$ cat src/rtl/mem_rd_req_gen.sv
// Read-request generator: walks a descriptor ROM and issues strided read
// requests (base + k*stride, k = 0..loop_max) to the read channel.
module mem_rd_req_gen #(
  parameter int ADDR_W        = 32,
  parameter int BASE_ADDR_W   = ADDR_W,
  parameter int OFFSET_ADDR_W = ADDR_W,
  parameter int TX_SIZE_WIDTH = 20,
  parameter int RD_LOOP_W     = 10,
  parameter int D_TYPE_W      = 1,
  parameter int ROM_ADDR_W    = 6,
  localparam int ROM_WIDTH    = D_TYPE_W + BASE_ADDR_W + OFFSET_ADDR_W + TX_SIZE_WIDTH + RD_LOOP_W
) (
  input  logic                     clk,
  input  logic                     reset,
  input  logic                     start,
  input  logic [ROM_ADDR_W:0]      cfg_count,
  output logic                     done,
  output logic                     cfg_rd_en,
  output logic [ROM_ADDR_W-1:0]    cfg_addr,
  input  logic [ROM_WIDTH-1:0]     cfg_data,
  input  logic                     rd_ready,
  output logic                     rd_req,
  output logic [ADDR_W-1:0]        rd_addr,
  output logic [TX_SIZE_WIDTH-1:0] rd_req_size,
  output logic [D_TYPE_W-1:0]      rd_type
);

  localparam int SIZE_LSB   = RD_LOOP_W;
  localparam int STRIDE_LSB = SIZE_LSB + TX_SIZE_WIDTH;
  localparam int BASE_LSB   = STRIDE_LSB + OFFSET_ADDR_W;
  localparam int TYPE_LSB   = BASE_LSB + BASE_ADDR_W;

  typedef enum logic [2:0] {
    S_IDLE  = 3'd0,
    S_FETCH = 3'd1,
    S_WAIT  = 3'd2,
    S_ISSUE = 3'd3,
    S_DONE  = 3'd4
  } state_t;

  state_t state, state_nxt;

  logic [ROM_ADDR_W:0]      total;
  logic [ROM_ADDR_W:0]      idx;
  logic [ROM_ADDR_W:0]      idx_inc;
  logic [RD_LOOP_W-1:0]     count;
  logic [RD_LOOP_W-1:0]     loop_max_r;
  logic [BASE_ADDR_W-1:0]   base_r;
  logic [OFFSET_ADDR_W-1:0] stride_r;
  logic [ADDR_W-1:0]        offset_r;
  logic [TX_SIZE_WIDTH-1:0] size_r;
  logic [D_TYPE_W-1:0]      type_r;
  logic                     last_req;
  logic                     last_desc;

  assign idx_inc   = idx + (ROM_ADDR_W + 1)'(1);
  // count only reaches loop_max before the compare, so it never wraps
  assign last_req  = (count == loop_max_r);
  assign last_desc = (idx_inc == total);

  assign rd_addr     = ADDR_W'(base_r) + offset_r;
  assign rd_req_size = size_r;
  assign rd_type     = type_r;

  always_ff @(posedge clk) begin
    if (reset) state <= S_IDLE;
    else       state <= state_nxt;
  end

  always_comb begin
    state_nxt = state;
    cfg_rd_en = 1'b0;
    cfg_addr  = '0;
    rd_req    = 1'b0;
    done      = 1'b0;
    case (state)
      S_IDLE: begin
        if (start) state_nxt = (cfg_count == '0) ? S_DONE : S_FETCH;
      end
      S_FETCH: begin
        cfg_rd_en = 1'b1;
        cfg_addr  = idx[ROM_ADDR_W-1:0];
        state_nxt = S_WAIT;
      end
      S_WAIT: state_nxt = S_ISSUE;
      S_ISSUE: begin
        rd_req = rd_ready;
        if (rd_ready && last_req) state_nxt = last_desc ? S_DONE : S_FETCH;
      end
      S_DONE: begin
        done      = 1'b1;
        state_nxt = S_IDLE;
      end
      default: state_nxt = S_IDLE;
    endcase
    // A reset cycle must not leak a request or done from the aborted walk
    if (reset) begin
      rd_req    = 1'b0;
      done      = 1'b0;
      cfg_rd_en = 1'b0;
      cfg_addr  = '0;
    end
  end

  always_ff @(posedge clk) begin
    if (reset) begin
      total      <= '0;
      idx        <= '0;
      count      <= '0;
      loop_max_r <= '0;
      base_r     <= '0;
      stride_r   <= '0;
      offset_r   <= '0;
      size_r     <= '0;
      type_r     <= '0;
    end else begin
      case (state)
        S_IDLE: begin
          if (start && cfg_count != '0) begin
            total <= cfg_count;
            idx   <= '0;
          end
        end
        S_WAIT: begin
          type_r     <= cfg_data[TYPE_LSB +: D_TYPE_W];
          base_r     <= cfg_data[BASE_LSB +: BASE_ADDR_W];
          stride_r   <= cfg_data[STRIDE_LSB +: OFFSET_ADDR_W];
          size_r     <= cfg_data[SIZE_LSB +: TX_SIZE_WIDTH];
          loop_max_r <= cfg_data[0 +: RD_LOOP_W];
          offset_r   <= '0;
          count      <= '0;
        end
        S_ISSUE: begin
          if (rd_ready) begin
            if (last_req) begin
              if (!last_desc) idx <= idx_inc;
            end else begin
              count    <= count + RD_LOOP_W'(1);
              offset_r <= offset_r + ADDR_W'(stride_r);
            end
          end
        end
        default: ;
      endcase
    end
  end

endmodule
$ cat config.mk
export PLATFORM = sky130hd
export DESIGN_NAME = mem_rd_req_gen
export DESIGN_NICKNAME = d
export VERILOG_FILES = /design/src/rtl/mem_rd_req_gen.sv
export SDC_FILE = /design/constraint.sdc
export NUM_CORES = 1
export LEC_CHECK = 0
export ABC_AREA = 0
export BUFFER_PORTS_ARGS = -buffer_cell sky130_fd_sc_hd__buf_2
export CAP_MARGIN = 5
export CORE_MARGIN = 1
export CORE_UTILIZATION = 45
export CTS_BUF_LIST = sky130_fd_sc_hd__clkbuf_8
export DETAILED_ROUTE_END_ITERATION = 6
export PLACE_DENSITY_LB_ADDON = 0.08
export RECOVER_POWER = 50
export SLEW_MARGIN = 20
export SYNTH_ARGS = -nofsm -noshare
export SYNTH_HDL_FRONTEND = slang
export SYNTH_SLANG_ARGS = --single-unit
$ cat constraint.sdc
create_clock -name clk -period 3.7 [get_ports clk]
set_input_delay 0.74 -clock clk [delete_from_list [all_inputs] [get_ports clk]]
set_output_delay 0.74 -clock clk [all_outputs]
set_load 0.01 [all_outputs]
==> results summary <==
Across the run, the number of max-cap violations was 1. The count of antenna diodes in the layout is 0. The initial cell density of the core came out at ~47%. The layout-stage area growth over the synthesis result came out at 19.8%. The initial antenna violation count came out at 1.

The net switching share of the total power is 35.7%. The register cell area after layout came out at roughly 3100 um^2. The full die area came out at 20300 um^2. Traced cell by cell, the critical path runs through ha_4, fa_2, a21oi_2, o21ai_2, a21oi_2, and4b_2, o21a_1, a21oi_2, buf_6, o21bai_1, a21oi_1, xnor2_1, buf_2. The initialized floorplan defines 50 standard-cell rows. The worst setup path is of the reg2out kind. The worst-skew pair later-pin latency is 480 ps. The gate count after technology mapping is roughly 1.1k. For this run, the total global-route usage over all layers was measured as 22.2%. Yosys mapped a number of flops with a built-in enable equal to 0. The detail route stage leaves a number of antenna-violating nets equal to 0. The routed wire length is 22.3 mm. The number of I/O pins came out at 168.

Counting the buffers created by CTS gives 17. At the end of the flow, the number of nets in the layout was between 1k and 1.5k. The share of the yosys chip area belonging to registers is about a third. The worst pin sits at a relative slew slack of -41.4%. The worst setup path is launched from a flop.

Cell internal power was estimated by the tool at approximately 2.7 mW. The register share of total power came out at 45.8%. The count of TritonRoute iterations in the first routing pass came out at 4.

The most instantiated flip-flop cell in the synthesis netlist is sky130_fd_sc_hd__dfxtp_1. In the final layout, the multi-input gates occupy 5710 um^2. The per-instance average area after synthesis came out at 7.80 um^2. TritonCTS built the clock tree. The part of the power in the clock network came out at 28.8%. The placer's final routability congestion estimate came out at 0.898. The layout cell share with drive strength beyond 1 came out at approximately a fifth. The longest individual stage delay on the worst path came out at 350 ps.

In this design, the critical path's most frequently occurring cell is sky130_fd_sc_hd__a21oi_2. The first-pass GRT wire length came out at 36.1 mm. The number of flip-flops and latches in the synthesized netlist is 154. The count of buffers inserted at the top-level ports is between 150 and 200. Setup repair after global routing could not meet its margin everywhere.

The setup slack of the critical path after layout is -86.8 ps. Hold is met by 457 ps. The deepest clock path buffer count came out at 2.

The number of failing setup endpoints in the final timing report came out at 5. Across the routed clock network, the largest skew measured is 10.7 ps. Per report_power, the combinational group accounts for 25.4% of the total. The design draws 4.23 mW. The placed wire-length estimate after detailed placement came out at 16.0 mm. CTS placed an instance of sky130_fd_sc_hd__clkbuf_8 at the clock tree root.

Entering global routing, the biggest net connects 71 pins. The number of max-slew violations in the final report is 50. The post-route minimum period is 3790 ps.

Clock-pin slew was measured on the worst setup and hold paths at 90 ps. The maximum fanout count along the critical path is 4. The detailed router's first-iteration violation count is 371. The die boundary width is 142 um. The sum of overflow across all layers after global routing came out at 0. The tree built by TritonCTS fans out to between 150 and 200 sinks. The final hold violation count is 0. The largest individual stage delay along the critical path comes from the cell sky130_fd_sc_hd__dfxtp_2. After detailed routing, the average wire length per cell comes to 14.2 um. The type of the worst min-delay path is reg2reg. The required time of the critical path came out at 2960 ps. The net count after synthesis came out at 1308. The share of async-settable or async-resettable flops after synthesis came out at 0%. The net switching power came out at around 1.5 mW. The routed layout has 8306 vias.

The ratio of total power to cell area is 398 nW/um^2. The number of synthesis warnings is 0. The core area is 19000 um^2. The height of the die is 142 um. The maximum vdd drop came out at 310 uV. Of the available clock period, the critical path in the final layout requires 102%. The maximum level of the CTS H-tree came out at 4. The average vias per placed instance came out at 5.28. The filler cells instantiated in the layout total about 1.9k. The flow ran to the end, but the final reports show violations. The data arrival at the endpoint of the critical path is 3050 ps. The transition time at the pin with the least slew margin is 2120 ps. The final routed DRC violation total came out at 0. The analysis attributes to cell leakage a power of around 4.7 nW.

The combined area of all synthesized cells came out at 8870 um^2. The category of the worst setup path capture point is an output port. The checks that failed: capacitance limit, slew limit, setup timing. The number of library cell types mapped by synthesis is 69. The number of global-route vias before repair came out at 7632. The fmax came out at between 200 and 300 MHz.
## worst max-delay path, delay by kind of cell, from the launching register on
| family | cells | cell delay, ps |
|---|---|---|
| fa+ha+maj | 2 | 510 |
| buf+inv | 2 | 280 |
| simple gates | 1 | 280 |
| xor+xnor | 1 | 150 |
| compound gates | 7 | 990 |
| flops | 1 | 350 |
## sequential cells by signal, indices dropped and copies added, names as in the netlist
name and cells:
idx 7, count 10, rd_req_size 20, loop_max_r 10, state 3, total 7, base_r 32, rd_type 1
offset_r 32, stride_r 32
## routing by layer
metal / up-vias / track usage [%] / part of all wire (%)
met1: 3818 / 27.9 / 46
met5: - / 0 / 0.058
met4: 2 / 6.40 / 1.3
met3: 31 / 4.85 / 4.5
li1: 4299 / - / -
met2: 156 / 38.1 / 48
## synthesized netlist by cell type (5+ instances only)
cell type	count	area (um^2)
sky130_fd_sc_hd__xor2_1	30	263
sky130_fd_sc_hd__nand4_1	10	62.6
sky130_fd_sc_hd__nand2_1	242	908
sky130_fd_sc_hd__nor2b_1	11	68.8
sky130_fd_sc_hd__o21a_1	6	45.0
sky130_fd_sc_hd__o21ai_0	44	220
sky130_fd_sc_hd__nor3_1	14	70.1
sky130_fd_sc_hd__o21ai_1	6	30.0
sky130_fd_sc_hd__or2_2	5	31.3
sky130_fd_sc_hd__and2_1	8	50.1
sky130_fd_sc_hd__dfxtp_1	154	3080
sky130_fd_sc_hd__a32o_1	5	50.1
sky130_fd_sc_hd__inv_1	27	101
sky130_fd_sc_hd__o31ai_1	5	37.5
sky130_fd_sc_hd__ha_1	64	801
sky130_fd_sc_hd__a21o_1	32	240
sky130_fd_sc_hd__mux2i_1	7	70.1
sky130_fd_sc_hd__a21oi_1	163	816
sky130_fd_sc_hd__and3_1	12	75.1
sky130_fd_sc_hd__o21bai_1	6	45.0
sky130_fd_sc_hd__nor2_1	66	248
sky130_fd_sc_hd__nand2b_1	6	37.5
sky130_fd_sc_hd__buf_1	6	22.5
sky130_fd_sc_hd__a31oi_1	11	68.8
sky130_fd_sc_hd__nor3b_1	5	37.5
sky130_fd_sc_hd__xnor2_1	47	412
sky130_fd_sc_hd__clkbuf_1	43	161
sky130_fd_sc_hd__or3_1	9	56.3
sky130_fd_sc_hd__nand3_1	28	140
sky130_fd_sc_hd__o211ai_1	5	37.5
## final cells by class
class | instances | area share (%)
clock buffer | 18 | 2.33
inverter | 27 | 0.954
timing repair buffer | 195 | 9.72
tap | 260 | 3.06
sequential | 154 | 29.2
multi-input combinational | 905 | 53.7
clock inverter | 14 | 1.05
## per-stage QoR
step	area, um^2	TNS (ps)	worst slack, ps	utilization [%]	instances
3_5_place_dp	9950	0	57.3	52.3	1527
6_report	10600	-233	-86.8	55.8	1573
2_1_floorplan	8870	0	474	-	1136
4_1_cts	10500	-263	-97.1	55.2	1568
5_1_grt	10600	-2100	-249	55.8	1573
3_3_place_gp	9950	0	131	52.3	1527
## cells in the final DEF, fill, tap and decap left out, types with 11 or more instances in the layout
cell	n
sky130_fd_sc_hd__inv_1	27
sky130_fd_sc_hd__xnor2_1	45
sky130_fd_sc_hd__o21ai_0	39
sky130_fd_sc_hd__dfxtp_1	145
sky130_fd_sc_hd__nor2_1	66
sky130_fd_sc_hd__nor3_1	14
sky130_fd_sc_hd__clkbuf_1	22
sky130_fd_sc_hd__buf_2	145
sky130_fd_sc_hd__nor2b_1	11
sky130_fd_sc_hd__nand2_1	242
sky130_fd_sc_hd__a21o_1	32
sky130_fd_sc_hd__clkbuf_8	18
sky130_fd_sc_hd__nand3_1	28
sky130_fd_sc_hd__and3_1	11
sky130_fd_sc_hd__xor2_1	30
sky130_fd_sc_hd__a21oi_1	152
sky130_fd_sc_hd__a21oi_2	13
sky130_fd_sc_hd__ha_1	58
sky130_fd_sc_hd__buf_4	21
## power groups by stage
stage | clock network [mW] | logic [mW] | registers, mW
after global placement | 0 | 1.06 | 1.97
after detailed placement | 0 | 1.07 | 1.97
after global routing | 1.31 | 1.22 | 1.96
after floorplan | 0 | 0.758 | 1.94
after CTS | 1.24 | 1.08 | 1.94
final | 1.22 | 1.08 | 1.94
## cell families (layout without fill, tap and decap cells)
kind of cell	after synthesis	in the layout	synth area share [%]
mux	10	10	1.17
xor+xnor	77	77	7.61
flops	154	154	34.8
buf+inv	77	254	3.27
compound gates	314	314	21.5
fa+ha+maj	66	66	9.48
simple gates	438	438	22.2
## path summary, 6_finish.rpt
check / start / endpoint / slack [ps] / cells past startpoint
hold reg to reg: rd_req_size[6] / rd_req_size[6] / 460 / 2
hold / removal: rd_req_size[6] / rd_req_size[6] / 460 / 2
setup / recovery: offset_r[0] / rd_addr[24] / -90 / 13
setup reg to reg: offset_r[0] / offset_r[30] / 380 / 13
## what timing repair did
action | in CTS | in global routing
hold buffers | 0 | 0
cloned | 0 | 0
setup endpoints to repair | 16 | 14
pin swaps | 19 | 22
resized for setup | 27 | 30
setup buffers | 9 | 5
Power figures use the tool's default switching activity.
